--- config.mk ---
export PLATFORM = sky130hd
export DESIGN_NAME = i2c_req_arbiter
export DESIGN_NICKNAME = d
export VERILOG_FILES = /design/src/rtl/i2c_req_arbiter.sv
export SDC_FILE = /design/constraint.sdc
export NUM_CORES = 1
export LEC_CHECK = 0
export BUFFER_PORTS_ARGS = -buffer_cell sky130_fd_sc_hd__buf_4
export CAP_MARGIN = 20
export CORE_MARGIN = 2
export CORE_UTILIZATION = 45
export DETAILED_ROUTE_END_ITERATION = 8
export GPL_TIMING_DRIVEN = 0
export PLACE_DENSITY = 0.78
export SYNTH_ARGS = -nofsm -noshare
export SYNTH_HDL_FRONTEND = slang
export SYNTH_SLANG_ARGS = --single-unit
--- constraint.sdc ---
create_clock -name clk_i -period 5.4 [get_ports clk_i]
set_input_delay 0.81 -clock clk_i [delete_from_list [all_inputs] [get_ports clk_i]]
set_output_delay 0.81 -clock clk_i [all_outputs]
set_load 0.01 [all_outputs]
--- src/rtl/i2c_req_arbiter.sv ---
// Round-robin arbiter that shares one I2C master register port between NREQ requesters,
// sequencing NBY/ADR/TDR/CFG writes, CFG polling, RDR fetch and CFG clear per transaction.
module i2c_req_arbiter #(
    parameter int NREQ    = 4,
    parameter int TIMEOUT = 65535
) (
    input  logic                 clk_i,
    input  logic                 rst_i,
    input  logic [NREQ-1:0]      req_i,
    input  logic [NREQ-1:0]      rw_i,
    input  logic [7*NREQ-1:0]    dev_addr_i,
    input  logic [3*NREQ-1:0]    nbytes_i,
    input  logic [32*NREQ-1:0]   wdata_i,
    output logic [NREQ-1:0]      gnt_o,
    output logic [NREQ-1:0]      done_o,
    output logic                 err_o,
    output logic [31:0]          rdata_o,
    output logic                 busy_o,
    output logic                 write_o,
    output logic [3:0]           data_be_o,
    output logic [4:0]           addr_o,
    output logic [31:0]          wdata_o,
    input  logic [31:0]          rdata_i
);

    localparam int IW = (NREQ > 1) ? $clog2(NREQ) : 1;
    localparam int CW = $clog2(TIMEOUT + 1);
    localparam logic [CW-1:0] CNT_LAST = CW'(TIMEOUT - 1);

    typedef enum logic [3:0] {
        IDLE   = 4'd0,
        WR_NBY = 4'd1,
        WR_ADR = 4'd2,
        WR_TDR = 4'd3,
        WR_CFG = 4'd4,
        POLL   = 4'd5,
        RD_RDR = 4'd6,
        CLR    = 4'd7,
        DONE   = 4'd8
    } state_t;

    state_t          state_r;
    state_t          next_state_s;
    logic [IW-1:0]   rr_ptr_r;
    logic [IW-1:0]   gidx_r;
    logic [CW-1:0]   cnt_r;
    logic            rw_r;
    logic [6:0]      dev_r;
    logic [2:0]      nby_r;
    logic [31:0]     wdat_r;
    logic            err_r;
    logic [31:0]     res_r;

    logic            found_s;
    logic [IW-1:0]   win_s;
    logic [IW-1:0]   sel_g_s;
    logic            sel_rw_s;
    logic [6:0]      sel_dev_s;
    logic [2:0]      sel_nby_s;
    logic [31:0]     sel_wdata_s;
    logic            sel_err_s;
    logic            bad_len_s;
    logic            done_bit_s;
    logic            poll_last_s;

    logic            nxt_write_s;
    logic [3:0]      nxt_be_s;
    logic [4:0]      nxt_addr_s;
    logic [31:0]     nxt_wdata_s;

    function automatic logic [NREQ-1:0] onehot(input logic [IW-1:0] idx);
        logic [NREQ-1:0] v;
        v = {NREQ{1'b0}};
        v[idx] = 1'b1;
        return v;
    endfunction

    // Round-robin search of req_i starting at rr_ptr_r
    always_comb begin
        found_s = 1'b0;
        win_s   = {IW{1'b0}};
        for (int i = 0; i < NREQ; i++) begin
            if (!found_s && req_i[(int'(rr_ptr_r) + i) % NREQ]) begin
                found_s = 1'b1;
                win_s   = IW'((int'(rr_ptr_r) + i) % NREQ);
            end else begin
                found_s = found_s;
            end
        end
    end

    // Transaction fields: live winner inputs while IDLE, latched copies afterwards
    always_comb begin
        if (state_r == IDLE) begin
            sel_g_s     = win_s;
            sel_rw_s    = rw_i[win_s];
            sel_dev_s   = dev_addr_i[int'(win_s)*7 +: 7];
            sel_nby_s   = nbytes_i[int'(win_s)*3 +: 3];
            sel_wdata_s = wdata_i[int'(win_s)*32 +: 32];
        end else begin
            sel_g_s     = gidx_r;
            sel_rw_s    = rw_r;
            sel_dev_s   = dev_r;
            sel_nby_s   = nby_r;
            sel_wdata_s = wdat_r;
        end
        bad_len_s   = (sel_nby_s == 3'd0) || (sel_nby_s > 3'd4);
        sel_err_s   = (state_r == IDLE) ? bad_len_s : err_r;
        done_bit_s  = rw_r ? rdata_i[3] : rdata_i[1];
        poll_last_s = (cnt_r == CNT_LAST);
    end

    // Next-state decision
    always_comb begin
        next_state_s = state_r;
        case (state_r)
            IDLE: begin
                if (found_s) begin
                    next_state_s = bad_len_s ? DONE : WR_NBY;
                end else begin
                    next_state_s = IDLE;
                end
            end
            WR_NBY: next_state_s = WR_ADR;
            WR_ADR: next_state_s = rw_r ? WR_CFG : WR_TDR;
            WR_TDR: next_state_s = WR_CFG;
            WR_CFG: next_state_s = POLL;
            POLL: begin
                if (done_bit_s) begin
                    next_state_s = rw_r ? RD_RDR : CLR;
                end else if (poll_last_s) begin
                    next_state_s = CLR;
                end else begin
                    next_state_s = POLL;
                end
            end
            RD_RDR: next_state_s = CLR;
            CLR:    next_state_s = DONE;
            DONE:   next_state_s = IDLE;
            default: next_state_s = IDLE;
        endcase
    end

    // Bus access values for the state about to be entered, so the port is registered
    always_comb begin
        nxt_write_s = 1'b0;
        nxt_be_s    = 4'h0;
        nxt_addr_s  = 5'h00;
        nxt_wdata_s = 32'h0000_0000;
        case (next_state_s)
            WR_NBY: begin
                nxt_write_s = 1'b1;
                nxt_be_s    = 4'h1;
                nxt_addr_s  = 5'h00;
                nxt_wdata_s = {30'h0, sel_nby_s[1:0]};
            end
            WR_ADR: begin
                nxt_write_s = 1'b1;
                nxt_be_s    = 4'h1;
                nxt_addr_s  = 5'h04;
                nxt_wdata_s = {25'h0, sel_dev_s};
            end
            WR_TDR: begin
                nxt_write_s = 1'b1;
                nxt_be_s    = 4'hF;
                nxt_addr_s  = 5'h0C;
                nxt_wdata_s = sel_wdata_s;
            end
            WR_CFG: begin
                nxt_write_s = 1'b1;
                nxt_be_s    = 4'h1;
                nxt_addr_s  = 5'h10;
                nxt_wdata_s = sel_rw_s ? 32'h0000_0004 : 32'h0000_0001;
            end
            POLL: begin
                nxt_be_s   = 4'h1;
                nxt_addr_s = 5'h10;
            end
            RD_RDR: begin
                nxt_be_s   = 4'hF;
                nxt_addr_s = 5'h08;
            end
            CLR: begin
                nxt_write_s = 1'b1;
                nxt_be_s    = 4'h1;
                nxt_addr_s  = 5'h10;
            end
            default: begin
                nxt_write_s = 1'b0;
                nxt_be_s    = 4'h0;
                nxt_addr_s  = 5'h00;
                nxt_wdata_s = 32'h0000_0000;
            end
        endcase
    end

    // Sequencer state, transaction context and all registered outputs
    always_ff @(posedge clk_i) begin
        if (rst_i) begin
            state_r   <= IDLE;
            rr_ptr_r  <= {IW{1'b0}};
            gidx_r    <= {IW{1'b0}};
            cnt_r     <= {CW{1'b0}};
            rw_r      <= 1'b0;
            dev_r     <= 7'h00;
            nby_r     <= 3'd0;
            wdat_r    <= 32'h0000_0000;
            err_r     <= 1'b0;
            res_r     <= 32'h0000_0000;
            gnt_o     <= {NREQ{1'b0}};
            done_o    <= {NREQ{1'b0}};
            err_o     <= 1'b0;
            rdata_o   <= 32'h0000_0000;
            busy_o    <= 1'b0;
            write_o   <= 1'b0;
            data_be_o <= 4'h0;
            addr_o    <= 5'h00;
            wdata_o   <= 32'h0000_0000;
        end else begin
            state_r <= next_state_s;
            case (state_r)
                IDLE: begin
                    if (found_s) begin
                        gidx_r <= win_s;
                        rw_r   <= sel_rw_s;
                        dev_r  <= sel_dev_s;
                        nby_r  <= sel_nby_s;
                        wdat_r <= sel_wdata_s;
                        err_r  <= bad_len_s;
                        res_r  <= 32'h0000_0000;
                    end else begin
                        gidx_r <= gidx_r;
                    end
                end
                WR_CFG: cnt_r <= {CW{1'b0}};
                POLL: begin
                    if (done_bit_s) begin
                        cnt_r <= cnt_r;
                    end else if (poll_last_s) begin
                        err_r <= 1'b1;
                    end else begin
                        cnt_r <= cnt_r + 1'b1;
                    end
                end
                RD_RDR: res_r <= rdata_i;
                DONE: rr_ptr_r <= (gidx_r == IW'(NREQ - 1)) ? {IW{1'b0}} : gidx_r + 1'b1;
                default: cnt_r <= cnt_r;
            endcase

            gnt_o     <= (next_state_s != IDLE) ? onehot(sel_g_s) : {NREQ{1'b0}};
            done_o    <= (next_state_s == DONE) ? onehot(sel_g_s) : {NREQ{1'b0}};
            err_o     <= (next_state_s == DONE) && sel_err_s;
            // Read data is only returned for a successful read
            rdata_o   <= ((next_state_s == DONE) && !sel_err_s && sel_rw_s) ? res_r : 32'h0000_0000;
            busy_o    <= (next_state_s != IDLE);
            write_o   <= nxt_write_s;
            data_be_o <= nxt_be_s;
            addr_o    <= nxt_addr_s;
            wdata_o   <= nxt_wdata_s;
        end
    end

endmodule

==> results.sh, run 1 <==
export IMPL_h_tree_depth=4
export IMPL_fp_dieH_um=142
export IMPL_yosysWarningCount=0
export IMPL_initial_core_util=0.458
export IMPL_finalCritPeriodShare=0.646
export IMPL_power_density_nw_per_um2=449
export IMPL_synth_compound_area_share=0.195
export IMPL_die_x_um=142
export IMPL_worst_pin_slew_ns=1.03
export IMPL_die_area_um2=20100
export IMPL_cts_root_buffer="clkbuf_16"
export IMPL_wire_per_inst_um=17.1
export IMPL_num_rows=50
export IMPL_wirelength_um=28000
export IMPL_cts_tree="built"
export IMPL_route_detailed_drc=0
export IMPL_drive_above_1_share=0.278
export IMPL_hold_viol=0
export IMPL_firstDrtPassIters=5
export IMPL_r2r_cells=9
export IMPL_cp_data_required_time_ns=5.68
export IMPL_final_setup_tns_ns=0
export IMPL_ys_flop_type="dfxtp_1"
export IMPL_area_delta_synth_final_pct=36.3
export IMPL_mappedNetlistArea_um2=8530
export IMPL_peakVddDrop_v=0.000273
export IMPL_portBuffers=290
export IMPL_fin_crit_ns=3.49
export IMPL_worstPathArrival_ns=3.77
export IMPL_grt_max_degree=17
export IMPL_rsz0062_at_grt="no"
export IMPL_nets=1602
export IMPL_maxCapViolations=0
export IMPL_finalMaxSlewViolations=0
export IMPL_status="completed"
export IMPL_setup_worst_path_start_class="flip-flop"
export IMPL_cts_buffers=17
export IMPL_async_flop_share=0
export IMPL_synth_edf_count=0
export IMPL_clk_latency_ns=0.44
export IMPL_cts_resized_gates=0
export IMPL_path_class="reg2reg"
export IMPL_drtIter0Drc=643
export IMPL_postSynthAreaPerCell_um2=7.92
export IMPL_synth_top_family_by_area="simple AND/OR/NAND/NOR gates"
export IMPL_endpoint_kind="flip-flop"
export IMPL_grt_use_total=0.277
export IMPL_seq_area_frac_synth=0.422
export IMPL_fin_util=0.624
export IMPL_relSlewSlack=0.307
export IMPL_hp_class="reg2reg"
export IMPL_max_freq_mhz=287
export IMPL_skew_ns=0.00996
export IMPL_critical_path_cell_chain="clkbuf_1 -> nor4_2 -> o21ai_0 -> a21oi_1 -> a211oi_1 -> a21boi_2 -> o21ai_1 -> buf_2 -> a221oi_1"
export IMPL_antenna_found_initial=1
export IMPL_setup_viol=0
export IMPL_crit_path_top_delay_cell="nor4_2"
export IMPL_synth_cell_types=66
export IMPL_cts_buffer_depth=2
export IMPL_total_power_mw=5.23
export IMPL_ant_nets=0
export IMPL_grt_overflow_total=0
export IMPL_yosys_mux_area_fraction=0.0243
export IMPL_vias_per_cell=5.42
export IMPL_cts_clk_slew_worst_paths_ns=0.07
export IMPL_pin_count=294
export IMPL_yosys_area_share_simple=0.275
export IMPL_vias=8877
export IMPL_cts_setup_buffers=0
export IMPL_holdPathStages=2
export IMPL_holdWs_ns=0.449
export IMPL_critPathMaxStageDelay_ns=0.90
export IMPL_holdBufCountCts=0
export IMPL_syn_inst=1078
export IMPL_ys_ff_latch=180
export IMPL_gp_congestion=0.881
export IMPL_place_hpwl_um=21400
export IMPL_worstPathMaxFanout=10
export IMPL_grt_pass1_wl_um=43700
export IMPL_cts_sinks=180
export IMPL_coreArea_um2=18600
export IMPL_grt_pass1_vias=8527
export IMPL_synth_adder_area_share=0.00440
export IMPL_synth_xor_area_frac=0.0133
export IMPL_power_leakage_nw=4.74
cells in the mapped netlist, drive strengths merged, types with 2 or more instances:
cell type / n / area, um2
and3: 11 / 73.8
a21boi: 14 / 109
xnor2: 4 / 35.0
o31ai: 3 / 22.5
mux2: 6 / 67.6
nand2b: 2 / 12.5
mux2i: 14 / 140
nor2b: 10 / 62.6
a31oi: 11 / 68.8
a22oi: 5 / 42.5
clkbuf: 67 / 251
nand2: 226 / 867
nand4b: 2 / 17.5
inv: 39 / 146
a311oi: 2 / 17.5
nor3: 17 / 115
nand4: 3 / 18.8
nor3b: 6 / 56.3
nand3: 126 / 631
nor2: 97 / 364
a221oi: 2 / 17.5
nor4: 3 / 25.0
o21ai: 16 / 83.8
a2111oi: 33 / 546
a211o: 4 / 35.0
a211oi: 22 / 165
or3: 3 / 18.8
xor2: 9 / 78.8
o21a: 4 / 30.0
buf: 27 / 159
o211ai: 3 / 22.5
dfxtp: 180 / 3600
ha: 3 / 37.5
and2: 3 / 18.8
and4: 2 / 17.5
a21oi: 83 / 415
final timing paths:
path,start,end,slack (ns)
setup / recovery,state_r[3],wdata_o[2],1.91
hold reg to reg,nby_r[1],nby_r[1],0.45
hold / removal,nby_r[1],nby_r[1],0.45
setup reg to reg,state_r[3],wdata_o[2],1.91
stage by stage:
stage               setup WS, ns  area [um2]  cells
floorplan                   2.24        8540   1079
global placement            1.63       11000   1603
detailed placement          1.62       11000   1604
CTS                         2.03       11600   1636
global route                1.68       11600   1637
finish                      1.91       11600   1637
cell type report:
cell class                 instances  area (um2)
antenna                            1        2.50
buffer                            94         410
clock buffer                      20         447
clock inverter                    12         168
fill                            1653        7010
inverter                          39         146
multi-input combinational        766        4380
sequential                       180        3600
tap                              234         293
timing repair buffer             291        2180
flip-flops by register name, indices dropped and copies added, names as in the netlist, 4 cells and up:
signal and cells:
cnt_r 16, dev_r 7, done_o 4, gnt_o 4, rdata_o 32, res_r 32
state_r 4, wdat_r 32, wdata_o 32
logic make-up after synthesis:
family,Yosys count
other cells,1
flops,180
mux,20
buf+inv,133
simple gates,516
compound gates,212
xor+xnor,13
fa+ha+maj,3
worst max-delay path: cells and delay by family, from the launching register on:
family | cells | cell delay, ns
compound gates | 6 | 1.63
buf+inv | 2 | 0.48
flops | 1 | 0.32
simple gates | 1 | 0.90
cell usage in the layout, fill, tap and decap left out, drive strengths merged, types with 3 or more instances in the layout:
cell | synthesis | layout
a2111oi | 33 | 33
a211o | 4 | 4
a211oi | 22 | 22
a21boi | 14 | 14
a21oi | 83 | 83
a22oi | 5 | 5
a31oi | 11 | 11
and2 | 3 | 3
and3 | 11 | 11
buf | 27 | 318
bufinv | 0 | 3
clkbuf | 67 | 87
clkinv | 0 | 3
dfxtp | 180 | 180
ha | 3 | 3
inv | 39 | 44
mux2 | 6 | 6
mux2i | 14 | 14
nand2 | 226 | 226
nand3 | 126 | 126
nand4 | 3 | 3
nor2 | 97 | 97
nor2b | 10 | 10
nor3 | 17 | 17
nor3b | 6 | 6
nor4 | 3 | 3
o211ai | 3 | 3
o21a | 4 | 4
o21ai | 16 | 16
o31ai | 3 | 3
or3 | 3 | 3
xnor2 | 4 | 4
xor2 | 9 | 9
power breakdown:
group          internal (mW)  switching [mW]  total, mW
registers               1.54           0.110       1.65
logic                  0.766            1.52       2.28
clock network          0.752           0.543       1.30
total                   3.06            2.17       5.23
routing by layer:
metal,GRT usage,vias to the layer above,part of all wire
met4,0.108,0,0.030
met1,0.339,4130,0.40
met2,0.472,364,0.49
met3,0.0661,56,0.079
li1,-,4327,-
met5,0,-,0
Power figures use the tool's default switching activity.
==> run 2: changes to the inputs <==
clock period = 3.6 ns   (was 5.4 ns; I/O delays follow)
==> results.sh, run 2 (synthesized netlist as in run 1, its figures left out) <==
export IMPL_power_leakage_nw=4.74
export IMPL_place_ws_ns=0.0907
export IMPL_grt_pass1_wl_um=43700
export IMPL_status="completed"
export IMPL_grt_max_degree=17
export IMPL_die_x_um=142
export IMPL_finalMaxSlewViolations=0
export IMPL_cts_clk_slew_worst_paths_ns=0.07
export IMPL_fin_crit_ns=3.24
export IMPL_peakVddDrop_v=0.000411
export IMPL_worstPathArrival_ns=3.53
export IMPL_r2r_cells=10
export IMPL_fin_util=0.624
export IMPL_worstPathMaxFanout=10
export IMPL_wirelength_um=28000
export IMPL_vias=8886
export IMPL_h_tree_depth=4
export IMPL_area_delta_synth_final_pct=36.4
export IMPL_antenna_found_initial=1
export IMPL_initial_core_util=0.458
export IMPL_gp_congestion=0.881
export IMPL_fill_cells=1650
export IMPL_cts_tree="built"
export IMPL_maxCapViolations=0
export IMPL_endpoint_kind="flip-flop"
export IMPL_grt_overflow_total=0
export IMPL_final_setup_tns_ns=0
export IMPL_ant_nets=0
export IMPL_pin_count=294
export IMPL_portBuffers=290
export IMPL_wire_per_inst_um=17.1
export IMPL_cts_sinks=180
export IMPL_power_density_nw_per_um2=675
export IMPL_die_area_um2=20100
export IMPL_drive_above_1_share=0.278
export IMPL_cts_setup_buffers=0
export IMPL_holdPathStages=3
export IMPL_grt_pass1_vias=8527
export IMPL_cts_buffer_depth=2
export IMPL_path_class="reg2reg"
export IMPL_coreArea_um2=18600
export IMPL_layout_setup_ws_ns=0.355
export IMPL_route_detailed_drc=0
export IMPL_relSlewSlack=0.333
export IMPL_hold_viol=0
export IMPL_max_freq_mhz=308
export IMPL_firstDrtPassIters=5
export IMPL_vias_per_cell=5.43
export IMPL_mostFrequentLayoutCells="buf_4 (294), nand2_1 (224), dfxtp_1 (180), nand3_1 (126), nor2_1 (97)"
export IMPL_rsz0062_at_grt="no"
export IMPL_setup_worst_path_start_class="flip-flop"
export IMPL_fp_dieH_um=142
export IMPL_place_hpwl_um=21400
export IMPL_hp_class="in2reg"
export IMPL_dp_cells=1604
export IMPL_clk_latency_ns=0.44
export IMPL_grt_use_total=0.277
export IMPL_setup_viol=0
export IMPL_worst_pin_slew_ns=0.998
export IMPL_final_cells=1637
export IMPL_mostFrequentLayoutCell="buf_4"
export IMPL_nets=1602
export IMPL_drtIter0Drc=565
export IMPL_cts_buffers=17
export IMPL_finalCritPeriodShare=0.901
export IMPL_cp_data_required_time_ns=3.88
export IMPL_skew_ns=0.0115
export IMPL_num_rows=50
export IMPL_cts_root_buffer="clkbuf_16"
run 2: cell counts in the layout (fill, tap and decap cells not counted):
Identical to the previous run, type by type.
run 2: layer usage:
layer  global-route usage  vias to the layer above  wire length (um)
li1                     -                     4326                 -
met4                0.108                        0               863
met2                0.472                      375             13700
met1                0.339                     4123             11400
met5                    0                        -                 0
met3               0.0661                       62              2090
run 2: critical path: stages (launching register included):
cell and delay (ns):
dfxtp_1 0.31, clkbuf_1 0.31, nor2_1 0.12, nand2_1 0.23, clkbuf_1 0.47, nor2_1 0.13
a211o_1 0.37, nor3b_4 0.29, o21ai_1 0.13, buf_2 0.23, a221oi_1 0.50
run 2: layout make-up:
type	instances	area, um2	area share
antenna	1	2.50	0.000215
multi-input combinational	766	4390	0.377
clock buffer	20	447	0.0384
tap	234	293	0.0252
inverter	39	146	0.0126
clock inverter	12	168	0.0144
buffer	94	410	0.0353
sequential	180	3600	0.310
timing repair buffer	291	2180	0.187
run 2: what timing repair did:
action                     in CTS  in global routing
hold buffers                    0                  0
resized for setup               0                  1
setup endpoints to repair       0                  5
run 2: metrics by stage:
stage | instance area, um2 | hold slack, ns | power, mW
after floorplan | 8540 | 0.427 | 4.74
after global placement | 11000 | 0.437 | 5.84
after detailed placement | 11000 | 0.443 | 5.89
after CTS | 11600 | 0.344 | 7.82
after global routing | 11600 | 0.349 | 8.27
final | 11600 | 0.347 | 7.86
run 2: path summary, 6_finish.rpt:
check                            startpoint         end  slack (ns)
worst min register to register     nby_r[1]    nby_r[1]        0.45
worst max register to register   state_r[1]  wdata_o[2]        0.36
worst max-delay path             state_r[1]  wdata_o[2]        0.36
worst min-delay path            rdata_i[11]   res_r[11]        0.35
run 2: power breakdown:
group,leakage [nW],total [mW],switching [mW],internal [mW]
Combinational,2.98,3.43,2.28,1.15
Clock,0.301,1.95,0.820,1.13
Sequential,1.46,2.48,0.168,2.31
Total,4.74,7.86,3.27,4.59
==> run 3: changes to the inputs <==
CORE_UTILIZATION = 51   (was 45)
PLACE_DENSITY = 0.86   (was 0.78)
==> results.sh, run 3 (synthesized netlist as in run 1, its figures left out) <==
export IMPL_status="completed"
export IMPL_maxCapViolations=0
export IMPL_vias_per_cell=5.60
export IMPL_power_leakage_nw=4.70
export IMPL_wire_per_inst_um=17.3
export IMPL_hold_start="rdata_i[26]"
export IMPL_grt_pass1_vias=8841
export IMPL_finalCritPeriodShare=0.941
export IMPL_path_class="reg2reg"
export IMPL_nets=1601
export IMPL_fin_crit_ns=3.39
export IMPL_worstPathArrival_ns=3.67
export IMPL_setup_worst_path_start_class="flip-flop"
export IMPL_rsz0062_at_grt="no"
export IMPL_relSlewSlack=0.247
export IMPL_pin_count=294
export IMPL_h_tree_depth=4
export IMPL_firstDrtPassIters=5
export IMPL_layout_setup_ws_ns=0.212
export IMPL_portBuffers=290
export IMPL_initial_core_util=0.518
export IMPL_place_ws_ns=0.0939
export IMPL_cts_tree="built"
export IMPL_max_freq_mhz=295
export IMPL_multi_input_area_um2=4380
export IMPL_grt_pass1_wl_um=44300
export IMPL_route_detailed_drc=0
export IMPL_regArea_um2=3600
export IMPL_holdBufCountCts=0
export IMPL_grt_max_degree=17
export IMPL_skew_ns=0.0109
export IMPL_use_met2=0.527
export IMPL_clk_latency_ns=0.44
export IMPL_cts_root_buffer="clkbuf_16"
export IMPL_use_met1=0.374
export IMPL_num_rows=47
export IMPL_fill_cells=1335
export IMPL_final_setup_tns_ns=0
export IMPL_die_area_um2=17800
export IMPL_cp_data_required_time_ns=3.88
export IMPL_antenna_found_initial=0
export IMPL_wirelength_um=27900
export IMPL_grt_use_total=0.314
export IMPL_die_x_um=133
export IMPL_vias=9068
export IMPL_fp_dieH_um=133
export IMPL_holdPathStages=3
export IMPL_rr_endpoint="addr_o[4]"
export IMPL_cts_sinks=180
export IMPL_finalMaxSlewViolations=0
export IMPL_mostFrequentLayoutCell="buf_4"
export IMPL_cts_clk_slew_worst_paths_ns=0.07
export IMPL_cts_buffers=17
export IMPL_gp_congestion=0.913
export IMPL_coreArea_um2=16500
export IMPL_mostFrequentLayoutCells="buf_4 (294), nand2_1 (224), dfxtp_1 (180), nand3_1 (126), nor2_1 (97)"
export IMPL_r2r_cells=9
export IMPL_area_delta_synth_final_pct=35.2
export IMPL_grt_busiest_layer="met2"
export IMPL_worstPathMaxFanout=10
export IMPL_drive_above_1_share=0.278
export IMPL_peakVddDrop_v=0.000381
export IMPL_cts_buffer_depth=2
export IMPL_r2r_slack_ns=0.21
export IMPL_cts_setup_buffers=0
export IMPL_critPathMaxStageDelay_ns=0.87
export IMPL_crit_path_top_delay_cell="nor4_2"
export IMPL_worstHoldEndpoint="res_r[26]"
export IMPL_place_hpwl_um=21200
export IMPL_cts_resized_gates=0
export IMPL_drtIter0Drc=679
export IMPL_worst_pin_slew_ns=1.11
export IMPL_gr_usage_met3=0.0689
export IMPL_antenna_cells=0
export IMPL_ant_nets=0
export IMPL_grt_overflow_total=0
export IMPL_critical_path_cell_chain="clkbuf_1 -> nor4_2 -> o21ai_0 -> a21oi_1 -> a211oi_1 -> a21boi_2 -> o21ai_1 -> buf_2 -> a311oi_1"
export IMPL_hp_class="in2reg"
export IMPL_setup_viol=0
export IMPL_endpoint_kind="flip-flop"
export IMPL_r2r_start="state_r[1]"
export IMPL_hold_viol=0
export IMPL_power_density_nw_per_um2=661
run 3: cell count changes in the layout (fill, tap and decap cells not counted), sizes merged:
cell      before  now
clkinv         3    4
clkinvlp       1    3
clkbuf        87   88
buf          318  317
diode          1    0
bufinv         3    0
inv           44   42
run 3: worst max path at each step:
stage | to | startpoint | cells past startpoint
3_5_place_dp | dev_r[6] | req_i[1] | 10
2_1_floorplan | rdata_o[22] | req_i[0] | 10
4_1_cts | dev_r[6] | state_r[1] | 10
5_1_grt | dev_r[6] | state_r[1] | 10
6_report | addr_o[4] | state_r[1] | 9
3_3_place_gp | dev_r[6] | req_i[1] | 10
run 3: routing by layer:
layer  vias to the layer above  routed length (um)  part of all wire
li1                       4324                   -                 -
met1                      4190               10700              0.38
met2                       456               13600              0.49
met3                        98                2120             0.076
met4                         0                1550             0.055
met5                         -                   0                 0
run 3: layout make-up:
cell class / instances / area share
Multi-Input combinational cell: 766 / 0.380
Sequential cell: 180 / 0.312
Timing Repair Buffer: 290 / 0.189
Clock buffer: 21 / 0.0408
Buffer: 94 / 0.0356
Tap cell: 220 / 0.0239
Inverter: 39 / 0.0127
Clock inverter: 10 / 0.00651
run 3: critical path, delay by kind of cell, from the launching register on:
family                 cells  cell delay (ns)
and+or+nand+nor            1             0.87
DFF                        1             0.30
buffers and inverters      2             0.42
AOI/OAI and AO/OA          6             1.62
run 3: stage by stage:
step                total power [mW]  area, um2   util  cells  hold slack, ns
floorplan                       4.74       8540      -   1079           0.427
global placement                5.78      11000  0.667   1589           0.434
detailed placement              5.85      11000  0.667   1589           0.448
CTS                             7.57      11500  0.701   1620           0.347
global route                    8.03      11500  0.701   1620           0.342
finish                          7.63      11500  0.701   1620           0.349
run 3: report_power, final:
group / internal [mW] / switching [mW] / total (mW)
registers: 2.31 / 0.163 / 2.47
clock network: 0.939 / 0.789 / 1.73
logic: 1.15 / 2.28 / 3.43
